$ cat src/rtl/count_capture_fifo_if.sv
// Capture/drain bus for count_capture_fifo: counter snapshot input side,
// reader valid/ready side and status outputs.
interface count_capture_fifo_if #(
    parameter int WIDTH = 8,
    parameter int DEPTH = 4
);
    localparam int LW = $clog2(DEPTH) + 1;

    logic [WIDTH-1:0] count_in;
    logic             count_vld;
    logic             trig;
    logic             clr_ovf;
    logic             out_rdy;
    logic             out_vld;
    logic [WIDTH-1:0] out_count;
    logic [WIDTH-1:0] out_delta;
    logic [LW-1:0]    level;
    logic             overflow;

    // Driver of captures and reader of entries
    modport master (
        output count_in, count_vld, trig, clr_ovf, out_rdy,
        input  out_vld, out_count, out_delta, level, overflow
    );

    // The FIFO block itself
    modport slave (
        input  count_in, count_vld, trig, clr_ovf, out_rdy,
        output out_vld, out_count, out_delta, level, overflow
    );
endinterface

$ cat src/rtl/count_capture_fifo.sv
// Counter snapshot FIFO: on a capture strobe stores {count, count - previous
// stored capture} in a DEPTH-entry FIFO drained by a valid/ready reader.
// A capture that finds the FIFO full (and no pop in the same cycle) is
// dropped and raises a sticky overflow flag.
module count_capture_fifo #(
    parameter int WIDTH = 8,
    parameter int DEPTH = 4
) (
    input  logic                   clk,
    input  logic                   rst_n,
    count_capture_fifo_if.slave    bus
);
    localparam int AW = $clog2(DEPTH);
    localparam int LW = AW + 1;

    // Pointer arithmetic relies on natural wrap, so DEPTH must be 2^n, n>=1
    generate
        if (DEPTH < 2 || (DEPTH & (DEPTH - 1)) != 0) begin : g_bad_depth
            $error("count_capture_fifo: DEPTH must be a power of two >= 2");
        end
    endgenerate

    logic [AW-1:0]    wr_ptr_q, wr_ptr_d;
    logic [AW-1:0]    rd_ptr_q, rd_ptr_d;
    logic [LW-1:0]    level_q, level_d;
    logic [WIDTH-1:0] last_cap_q, last_cap_d;
    logic             ovf_q, ovf_d;

    // Storage is deliberately not reset; level gates its visibility
    logic [WIDTH-1:0] mem_count_q [DEPTH];
    logic [WIDTH-1:0] mem_delta_q [DEPTH];

    logic             cap;
    logic             pop;
    logic             full;
    logic             push;
    logic             reject;
    logic             not_empty;
    logic [WIDTH-1:0] new_delta;

    // Handshake decode; out_vld derives from registered level only, so
    // there is no combinational path from trig to out_vld
    always_comb begin
        not_empty = (level_q != '0);
        full      = (level_q == LW'(DEPTH));
        cap       = bus.trig & bus.count_vld;
        pop       = not_empty & bus.out_rdy;
        push      = cap & (~full | pop);
        reject    = cap & full & ~pop;
        new_delta = bus.count_in - last_cap_q;
    end

    // Next-state for pointers, level, last capture and sticky overflow
    always_comb begin
        wr_ptr_d   = wr_ptr_q;
        rd_ptr_d   = rd_ptr_q;
        level_d    = level_q;
        last_cap_d = last_cap_q;
        ovf_d      = ovf_q;

        if (push) begin
            wr_ptr_d   = wr_ptr_q + AW'(1);
            last_cap_d = bus.count_in;
        end
        if (pop) begin
            rd_ptr_d = rd_ptr_q + AW'(1);
        end

        // Simultaneous push and pop leaves level unchanged
        if (push && !pop) begin
            level_d = level_q + LW'(1);
        end else if (pop && !push) begin
            level_d = level_q - LW'(1);
        end

        // A dropped capture wins over a clear in the same cycle
        if (reject) begin
            ovf_d = 1'b1;
        end else if (bus.clr_ovf) begin
            ovf_d = 1'b0;
        end
    end

    // Control state register with asynchronous reset
    always_ff @(posedge clk or negedge rst_n) begin
        if (!rst_n) begin
            wr_ptr_q   <= '0;
            rd_ptr_q   <= '0;
            level_q    <= '0;
            last_cap_q <= '0;
            ovf_q      <= 1'b0;
        end else begin
            wr_ptr_q   <= wr_ptr_d;
            rd_ptr_q   <= rd_ptr_d;
            level_q    <= level_d;
            last_cap_q <= last_cap_d;
            ovf_q      <= ovf_d;
        end
    end

    // Entry write on accepted push
    always_ff @(posedge clk) begin
        if (push) begin
            mem_count_q[wr_ptr_q] <= bus.count_in;
            mem_delta_q[wr_ptr_q] <= new_delta;
        end
    end

    // Head entry and status outputs
    always_comb begin
        bus.out_vld   = not_empty;
        bus.out_count = mem_count_q[rd_ptr_q];
        bus.out_delta = mem_delta_q[rd_ptr_q];
        bus.level     = level_q;
        bus.overflow  = ovf_q;
    end
endmodule

$ cat src/flat_wrapper.sv
// flat-port wrapper written by rule: the top's interface ports become plain ports
module count_capture_fifo_flat 
#(
    parameter int WIDTH = 8,
    parameter int DEPTH = 4
)
  (clk, rst_n, bus_count_in, bus_count_vld, bus_trig, bus_clr_ovf, bus_out_rdy, bus_out_vld, bus_out_count, bus_out_delta, bus_level, bus_overflow);
  count_capture_fifo_if #(.WIDTH(WIDTH), .DEPTH(DEPTH)) bus_i ();
  input  logic clk;
  input  logic rst_n;
  input wire logic [$bits(bus_i.count_in)-1:0] bus_count_in;
  input wire logic [$bits(bus_i.count_vld)-1:0] bus_count_vld;
  input wire logic [$bits(bus_i.trig)-1:0] bus_trig;
  input wire logic [$bits(bus_i.clr_ovf)-1:0] bus_clr_ovf;
  input wire logic [$bits(bus_i.out_rdy)-1:0] bus_out_rdy;
  output wire logic [$bits(bus_i.out_vld)-1:0] bus_out_vld;
  output wire logic [$bits(bus_i.out_count)-1:0] bus_out_count;
  output wire logic [$bits(bus_i.out_delta)-1:0] bus_out_delta;
  output wire logic [$bits(bus_i.level)-1:0] bus_level;
  output wire logic [$bits(bus_i.overflow)-1:0] bus_overflow;
  assign bus_i.count_in = bus_count_in;
  assign bus_i.count_vld = bus_count_vld;
  assign bus_i.trig = bus_trig;
  assign bus_i.clr_ovf = bus_clr_ovf;
  assign bus_i.out_rdy = bus_out_rdy;
  assign bus_out_vld = bus_i.out_vld;
  assign bus_out_count = bus_i.out_count;
  assign bus_out_delta = bus_i.out_delta;
  assign bus_level = bus_i.level;
  assign bus_overflow = bus_i.overflow;
  count_capture_fifo #(.WIDTH(WIDTH), .DEPTH(DEPTH)) u_core (.clk(clk), .rst_n(rst_n), .bus(bus_i));
endmodule
$ cat config.mk
export PLATFORM = sky130hd
export DESIGN_NAME = count_capture_fifo_flat
export DESIGN_NICKNAME = d
export VERILOG_FILES = /design/src/rtl/count_capture_fifo_if.sv /design/src/rtl/count_capture_fifo.sv /design/src/flat_wrapper.sv
export SDC_FILE = /design/constraint.sdc
export NUM_CORES = 1
export LEC_CHECK = 0
export BUFFER_PORTS_ARGS = -buffer_cell sky130_fd_sc_hd__buf_4
export CAP_MARGIN = 10
export CORE_UTILIZATION = 30
export CTS_CLUSTER_DIAMETER = 30
export CTS_CLUSTER_SIZE = 12
export DETAILED_ROUTE_END_ITERATION = 8
export GPL_TIMING_DRIVEN = 0
export MAX_ROUTING_LAYER = met4
export PLACE_DENSITY = 0.48
export SLEW_MARGIN = 25
export SYNTH_ARGS = -nofsm -noshare
export SYNTH_HDL_FRONTEND = slang
export SYNTH_SLANG_ARGS = --single-unit
$ cat constraint.sdc
create_clock -name clk -period 5.4 [get_ports clk]
set_clock_uncertainty 0.15 [all_clocks]
set_input_delay 0.54 -clock clk [delete_from_list [all_inputs] [get_ports clk]]
set_output_delay 0.54 -clock clk [all_outputs]
set_load 0.05 [all_outputs]
==> results, run 1 <==
- The run finished with clean final reports.
- After detailed routing, the average wire length per cell comes to 16.0 µm.
- Before antenna repair, the detailed router went through 4 iterations.
- In this run the deepest clock path goes through 2 buffers.
- The tree is rooted in a sky130_fd_sc_hd__clkbuf_8.
- For this run the aggregate overflow at the end of global routing stands at 0.
- Averaged over all synthesized cells, the footprint is 17.1 µm².
- The number of standard cells after synthesis is 198.
- The number of nets in the synthesized netlist is 226.
- The post-synthesis cell area is roughly 0.0034 mm².
- The die extent in x is around 110 µm.
- Fill cells in the final layout number between 1000 and 1500.
- Across all hold checks on the routed design, the worst slack comes to around 0.23 ns.
- Dividing total power by cell area gives a power density of 564 mW/mm².
- Setup violations remaining at the end of the flow were counted as 0.
- The post-detailed-route DRC marker count is 0.
- Setup repair after global routing left no endpoint under its margin.
- The floorplan has 38 rows.
- Measured in cells, the most critical reg-to-reg path has a length of 7.
- The final design instance area without fill is 0.00404 mm².
- The wire-length estimate of the detail-placed layout is 4.02 mm.
- The minimum period implied by the final worst setup slack is ~2.8 ns.
- The initial cell density of the core is 0.310.
- The number of diodes added for antenna fixing is 0.
- For the worst-skew pair, the clock arrives at the later sink with an insertion delay of about 0.35 ns.
- The post-route antenna net violation count is 0.
- The global placer's final weighted congestion is 0.724.
- The total number of clock tree sinks is 80.
- The path with the worst hold slack has its endpoint at u_core.bus.overflow.
- Counting the buffers created by CTS gives 9.
- After synthesis the netlist holds a flip-flop and latch count of 80.
- The final count of pins violating max slew is 0.
- The die covers approximately 0.012 mm².
- The path type of the worst min-delay path is primary input to flop.
- The worst hold path begins at bus_clr_ovf.
- The worst setup path is launched from a flop.
- In the layout the commonest cells are 64 x sky130_fd_sc_hd__edfxtp_1, 35 x sky130_fd_sc_hd__buf_4, 16 x sky130_fd_sc_hd__mux4_2, 16 x sky130_fd_sc_hd__dfrtp_1, 15 x sky130_fd_sc_hd__inv_1.
- The number of global-route vias before repair is 1893.
- The required time at the worst-slack endpoint is roughly 4.7 ns.
- For this run, the post-layout net count is 272.
- The depth of the CTS H-tree is 3.
- In the final layout, the share of cells above drive strength 1 is 0.297.
- Using the TritonRoute via totals, the vias-per-cell ratio works out to 4.51.
- The cell leakage power is 1.48 nW.
- The end of the worst register-to-register path is u_core.bus.level[1].
- The number of I/O pins is 35.
- The quantity of I/O buffers inserted on ports is 34.
- The share of synthesized area occupied by flip-flops and latches is 0.687.
- The area growth from synthesis to final layout is 19.5%.
- The critical path start-end classification is flop to output port.
- The number of distinct library cell variants in the gate-level netlist after synthesis is 32.
- The count of cells resized by post-cts repair is 0.
- The CTS tree is built.
- The sum of negative setup slack is 0 ns.
- The worst path arrival time is 2.12 ns.
- The clock-pin slew of the registers on the worst-case setup and hold paths is approximately 0.080 ns.
- In the global route stage, overall resource usage came out at 0.126.
- Entering global routing, the biggest net connects 17 pins.
- The worst setup path is captured at an output port.
- Once the clock tree was built, the setup fixing pass inserted 0 buffers.
- The most common cell after layout, fill and taps aside is sky130_fd_sc_hd__edfxtp_1.
- The reg-to-reg critical path startpoint is u_core.bus.level[0].
- The worst vdd rail ir drop is 0.280 mV.
- The max-slew headroom at the worst pin is 0.374.
- The number of max-capacitance violations reported is 0.
- The number of synthesis warnings is 0.
- The number of design-rule violations left by the first detailed-router iteration is 26.
- The number of hold violations in the final report is 0.
- The total wire length after detailed routing is ~6.2 mm.
- The detailed-route via count is 1756.
- The placement-stage cell area is 0.00381 mm².
- The hold-critical path depth is 2.
- The total core area is 0.0109 mm².
- Summing all flip-flop and latch instances after layout gives 0.00232 mm².
- Along the worst path, the maximum fanout reaches 10.
- The area of the multi-input gates is 970 µm².
- The initial antenna violation count was 0.
- The global-route wire length before repair is 10.2 mm.
- The die span in y is around 110 µm.
- For the pin with the worst max-slew slack, the measured transition is ~0.94 ns.
- The setup check on the worst reg-to-reg path leaves a slack of 2.90 ns.
- The maximum clock frequency is 0.355 GHz.
- The final period utilization is 0.521.
[power breakdown]
group | internal, mW | switching (mW)
Combinational | 0.341 | 0.616
Sequential | 0.802 | 0.0403
Clock | 0.260 | 0.220
Total | 1.40 | 0.876
[how the worst max path moves through the flow]
stage	from	to	slack [ns]	depth (start not counted)
global route	u_core.rd_ptr_q[1]	bus_out_count[1]	2.50	4
CTS	u_core.rd_ptr_q[1]	bus_out_count[1]	2.51	4
finish	u_core.rd_ptr_q[1]	bus_out_count[1]	2.59	4
global placement	bus_out_rdy	u_core.bus.level[1]	2.73	8
detailed placement	bus_out_rdy	u_core.bus.level[1]	2.72	8
floorplan	u_core.bus.level[0]	u_core.bus.level[2]	2.69	8
[per-layer routing]
layer	GRT usage	share of wire	vias to the layer above
li1	-	-	839
met1	0.159	0.46	871
met2	0.192	0.48	36
met3	0.0283	0.038	10
met4	0.0646	0.018	0
met5	-	0	-
[final cells by class]
| type | count | area share |
|---|---|---|
| flip-flops and latches | 80 | 0.575 |
| multi-input cells | 97 | 0.240 |
| repair buffers | 35 | 0.0657 |
| well taps | 140 | 0.0434 |
| clock buffers | 9 | 0.0307 |
| clock inverters | 7 | 0.0238 |
| inverters | 15 | 0.0139 |
| plain buffers | 6 | 0.00774 |
[per-stage QoR]
stage | setup WS (ns) | instances | power [mW] | util
4_1_cts | 2.51 | 389 | 2.32 | 0.371
5_1_grt | 2.50 | 389 | 2.41 | 0.371
6_report | 2.59 | 389 | 2.28 | 0.371
2_1_floorplan | 2.69 | 198 | 1.56 | -
3_5_place_dp | 2.72 | 372 | 1.83 | 0.350
3_3_place_gp | 2.73 | 372 | 1.82 | 0.350
[cells by family (layout without fill, tap and decap cells)]
logic type      Yosys count  in the layout  share of synthesized area
flops                    80             80                      0.687
simple gates             32             32                     0.0496
compound gates           22             22                     0.0381
buf+inv                  21             72                     0.0259
mux                      20             20                      0.120
fa+ha+maj                14             14                     0.0563
xor+xnor                  9              9                     0.0233
[cell usage after synthesis]
cell / n / area, µm²
sky130_fd_sc_hd__xor2_1: 2 / 17.5
sky130_fd_sc_hd__o311ai_1: 1 / 8.76
sky130_fd_sc_hd__nand3_1: 3 / 15.0
sky130_fd_sc_hd__nor2b_4: 1 / 13.8
sky130_fd_sc_hd__o31a_1: 1 / 8.76
sky130_fd_sc_hd__a21oi_1: 5 / 25.0
sky130_fd_sc_hd__edfxtp_1: 64 / 1920
sky130_fd_sc_hd__buf_2: 4 / 20.0
sky130_fd_sc_hd__or4b_1: 1 / 10.0
sky130_fd_sc_hd__ha_1: 12 / 150
sky130_fd_sc_hd__dfrtp_1: 16 / 400
sky130_fd_sc_hd__nor3_1: 1 / 5.00
sky130_fd_sc_hd__o21ai_0: 11 / 55.1
sky130_fd_sc_hd__inv_1: 15 / 56.3
sky130_fd_sc_hd__nand2b_1: 2 / 12.5
sky130_fd_sc_hd__xnor2_1: 7 / 61.3
sky130_fd_sc_hd__nor2_1: 7 / 26.3
sky130_fd_sc_hd__o21a_1: 1 / 7.51
sky130_fd_sc_hd__o211ai_1: 1 / 7.51
sky130_fd_sc_hd__mux2i_1: 1 / 10.0
sky130_fd_sc_hd__or4_1: 1 / 7.51
sky130_fd_sc_hd__and2_1: 4 / 25.0
sky130_fd_sc_hd__nor4b_1: 1 / 8.76
sky130_fd_sc_hd__fa_1: 2 / 40.0
sky130_fd_sc_hd__clkbuf_1: 1 / 3.75
sky130_fd_sc_hd__or3_1: 1 / 6.26
sky130_fd_sc_hd__a211oi_1: 1 / 7.51
sky130_fd_sc_hd__nand2_1: 10 / 37.5
sky130_fd_sc_hd__buf_4: 1 / 7.51
sky130_fd_sc_hd__a41oi_1: 1 / 8.76
sky130_fd_sc_hd__mux2_2: 3 / 33.8
sky130_fd_sc_hd__mux4_2: 16 / 360
[worst max-delay path, cell delays in order, from the launching register on]
cell,delay [ns]
sky130_fd_sc_hd__dfrtp_1,0.33
sky130_fd_sc_hd__clkbuf_1,0.43
sky130_fd_sc_hd__buf_2,0.42
sky130_fd_sc_hd__mux4_2,0.38
sky130_fd_sc_hd__buf_4,0.21
[registers in the layout, indices dropped and copies added (netlist names)]
register             flops
u_core.mem_count_q      32
u_core.bus.overflow      1
u_core.mem_delta_q      32
u_core.rd_ptr_q          2
u_core.wr_ptr_q          2
u_core.last_cap_q        8
u_core.bus.level         3
[timing repair]
action | 4_1_cts | 5_1_grt
hold buffers | 1 | 0
hold endpoints to repair | 16 | 0
setup endpoints to repair | 0 | 0
Note: power is estimated with default switching activity, not from simulation.
==> run 2, diff against run 1 <==
--- a/config.mk
+++ b/config.mk
@@ -13,7 +13,7 @@
 export DETAILED_ROUTE_END_ITERATION = 8
 export GPL_TIMING_DRIVEN = 0
 export MAX_ROUTING_LAYER = met4
-export PLACE_DENSITY = 0.48
+export PLACE_DENSITY = 0.5
 export SLEW_MARGIN = 25
 export SYNTH_ARGS = -nofsm -noshare
 export SYNTH_HDL_FRONTEND = slang
==> constraint.sdc (replaced) <==
create_clock -name clk -period 2.45 [get_ports clk]
set_clock_uncertainty 0.15 [all_clocks]
set_input_delay 0.245 -clock clk [delete_from_list [all_inputs] [get_ports clk]]
set_output_delay 0.245 -clock clk [all_outputs]
set_load 0.05 [all_outputs]
==> run 2 against run 1 <==
Against the previous run:
- largest power group unchanged
- combinational power rose by 120%
- clock power grew 110%
- critical path type is now primary input to flop
- register-to-register slack worse by 2.7 ns
- global-route usage decreased by 0.21 points
==> results, run 2 (synthesis gave the netlist of run 1 again) <==
- The most used routing layer in global routing is met2.
- The met2 track utilization from global routing is 0.190 (-0.00182).
- The met3 routing resource usage after global routing is 0.0386 (+0.0102).
- The share of post-route cells with drive strength above 1 is 0.329 (+0.0323).
- The total core area is 0.0109 mm² (unchanged).
- The die area is 0.0117 mm² (unchanged).
- The detailed-route via count is 1785 (+1.7%).
- The largest net degree at the start of global routing is 17 (unchanged).
- The number of diodes added for antenna fixing is 0 (unchanged).
- The total wire length after detailed routing is 6.30 mm (+1.4%).
- The clock-pin slew of the registers on the worst-case setup and hold paths is 0.07 ns (about the same).
- The worst hold path belongs to the class primary input to flop.
- The via-per-instance ratio is 4.48 (-0.65%).
- The tree is rooted in a sky130_fd_sc_hd__clkbuf_8.
- The number of global-route vias before repair is 1817 (-4.0%).
- The fraction of power consumed by the clock network was 0.204 (-0.007).
- The number of design-rule violations left by the first detailed-router iteration is 54 (+110%).
- The number of rows created at floorplan is 38 (unchanged).
- The depth of the CTS H-tree is 3 (unchanged).
- The required time at the worst-slack endpoint came to 2.43 ns (-2.28 ns).
- The post-route antenna net violation count came to 0 (unchanged).
- The initial antenna violation count is 0 (unchanged).
- The max-slew headroom at the worst pin is 0.659 (+0.285).
- Setup repair after global routing left no endpoint under its margin.
- The sum of net half-perimeters after detailed placement was 4.02 mm (about the same).
- The average routed wire per standard cell was 15.8 µm (-0.88%).
- The flop-to-flop setup slack came to 0.19 ns (-2.71 ns).
- The number of I/O pins is 35 (unchanged).
- The global routing usage summed across all routing layers is 0.124 (-0.00214).
- The maximum clock frequency is 0.425 GHz.
- Leaving out fill and tap cells, the most frequent cell in the layout is sky130_fd_sc_hd__edfxtp_1.
- The final layout net count is 281 (+3.3%).
- The final-layout fill cell count was 1009 (-0.98%).
- The die span in y is 108 µm (unchanged).
- The cell leakage power came to 1.53 nW (+3.4%).
- The maximum clock path buffer count is 2 (unchanged).
- Dividing the final minimum period by the clock period gives 0.961.
- The number of max-capacitance violations reported was 0 (unchanged).
- The cell-internal power is 3.13 mW (+120%).
- The combinational share of power is 0.421 (about the same).
- The number of hold violations in the final report is 0 (unchanged).
- The die extent in x is 108 µm (unchanged).
- The CTS tree is built.
- The fraction of power spent switching nets was 0.380 (-0.00414).
- The global placer's final weighted congestion came to 0.730 (+0.81%).
- The final setup slack of the worst path is 0.0956 ns (-2.49 ns).
- The worst path arrival time came to 2.33 ns (+0.21 ns).
- Counting I/O delays and the setup requirement, the final critical path takes roughly 2.4 ns.
- In the layout the commonest cells are 64 x sky130_fd_sc_hd__edfxtp_1, 34 x sky130_fd_sc_hd__buf_4, 16 x sky130_fd_sc_hd__mux4_2.
- The maximum fanout along the worst path is 6 (-4).
- The portion of total power attributed to sequential cells is 0.375 (+0.006).
- The final count of pins violating max slew is 0 (unchanged).
- The transition time at the pin with the least slew margin is 0.512 ns (-0.428 ns).
- The worst vdd rail ir drop is 0.540 mV (+93%).
- The quantity of I/O buffers inserted on ports is 34 (unchanged).
- The count of buffers added by post-CTS timing repair for setup is 0 (unchanged).
- The first-pass iteration count of the detailed router was 5 (+1).
- The met1 track demand over resource in global routing was 0.160 (+0.00152).
- The initial cell density of the core came to 0.310 (unchanged).
- The setup-violating endpoint count in the final report is 0 (unchanged).
- The setup path with the least slack is of type primary input to flop.
- STA classifies the critical path endpoint as a flop.
- The power per cell area came to 1210 mW/mm² (+110%).
- The post-place setup slack is -0.113 ns (-2.83 ns).
- The fraction of the core area covered by cells at the end of the flow is 0.384 (+0.0130).
- The flow ran to the end, and the final reports show no timing, DRC or antenna violations.
- The global-route wire length before repair came to 10.1 mm (-1.3%).
- The total clock buffers created by CTS was 9 (unchanged).
- The startpoint kind of the worst setup timing path is a primary input.
- The largest registers in the layout are u_core.mem_count_q (32), u_core.mem_delta_q (32), u_core.last_cap_q (8).
- The final cell count without fillers is 398 (+2.3%).
- The net switching power was 1.92 mW (+120%).
- The overall overflow remaining after global route is 0 (unchanged).
- The total number of clock tree sinks was 80 (unchanged).
- The post-detailed-route DRC marker count came to 0 (unchanged).
- The insertion delay of the later-clocked pin in the worst-skew pair is 0.34 ns (about the same).
- The area growth from synthesis to layout is 23.7%.
- The cell count after placement is 372 (unchanged).
==> run 2: path summary, 6_finish.rpt <==
| path | start | to | cells past startpoint |
|---|---|---|---|
| worst max-delay path | bus_count_in[2] | u_core.mem_delta_q[2][6] | 7 |
| worst min-delay path | bus_count_in[0] | u_core.last_cap_q[0] | 2 |
| worst max register to register | u_core.bus.level[0] | u_core.bus.level[2] | 8 |
| worst min register to register | u_core.bus.level[2] | u_core.bus.level[2] | 1 |
| max in group asynchronous | rst_n | u_core.bus.level[2] | 2 |
| min in group asynchronous | rst_n | u_core.bus.level[0] | 2 |
==> run 2: area by class of cell <==
| class | count | area, µm² | share of cell area |
|---|---|---|---|
| Tap cell | 140 | 175 | 0.0419 |
| Sequential cell | 80 | 2330 | 0.556 |
| Timing Repair Buffer | 45 | 365 | 0.0874 |
| Buffer | 5 | 40.0 | 0.00958 |
| Inverter | 15 | 56.3 | 0.0135 |
| Clock buffer | 10 | 128 | 0.0305 |
| Clock inverter | 6 | 83.8 | 0.0200 |
| Multi-Input combinational cell | 97 | 1010 | 0.241 |
==> run 2: worst max-delay path: stages <==
cell,delay (ns)
sky130_fd_sc_hd__dlygate4sd3_1,0.53
sky130_fd_sc_hd__buf_4,0.17
sky130_fd_sc_hd__ha_1,0.35
sky130_fd_sc_hd__nor2b_4,0.15
sky130_fd_sc_hd__o31a_1,0.27
sky130_fd_sc_hd__or4b_1,0.49
sky130_fd_sc_hd__o311ai_2,0.12
==> run 2: power by group through the flow <==
stage | Sequential, mW | Clock [mW] | Combinational, mW
2_1_floorplan | 1.97 | 0 | 1.49
3_3_place_gp | 1.89 | 0 | 2.13
3_5_place_dp | 1.89 | 0 | 2.15
4_1_cts | 1.89 | 1.06 | 2.14
5_1_grt | 1.93 | 1.11 | 2.29
6_report | 1.90 | 1.03 | 2.13
==> run 2: through the flow <==
step	total power [mW]	setup TNS [ns]	cell area [µm²]	hold slack (ns)
5_1_grt	5.33	0	4180	0.000290
6_report	5.05	0	4180	0.0145
3_3_place_gp	4.02	-2.90	3820	-0.0264
3_5_place_dp	4.04	-4.77	3820	-0.0244
2_1_floorplan	3.46	0	3390	-0.201
4_1_cts	5.10	0	4150	0.000522
==> run 2: routing by layer <==
metal	part of all wire	wire (µm)
met4	0.0094	59
met5	0	0
met2	0.47	2990
met3	0.040	253
met1	0.48	3000
==> run 2: timing repair <==
action                                  4_1_cts  5_1_grt
hold buffers                                 11        0
hold endpoints to repair                     49        0
endpoints found under the setup margin       75       14
resized for setup                             7        6
pin swaps                                     0        0
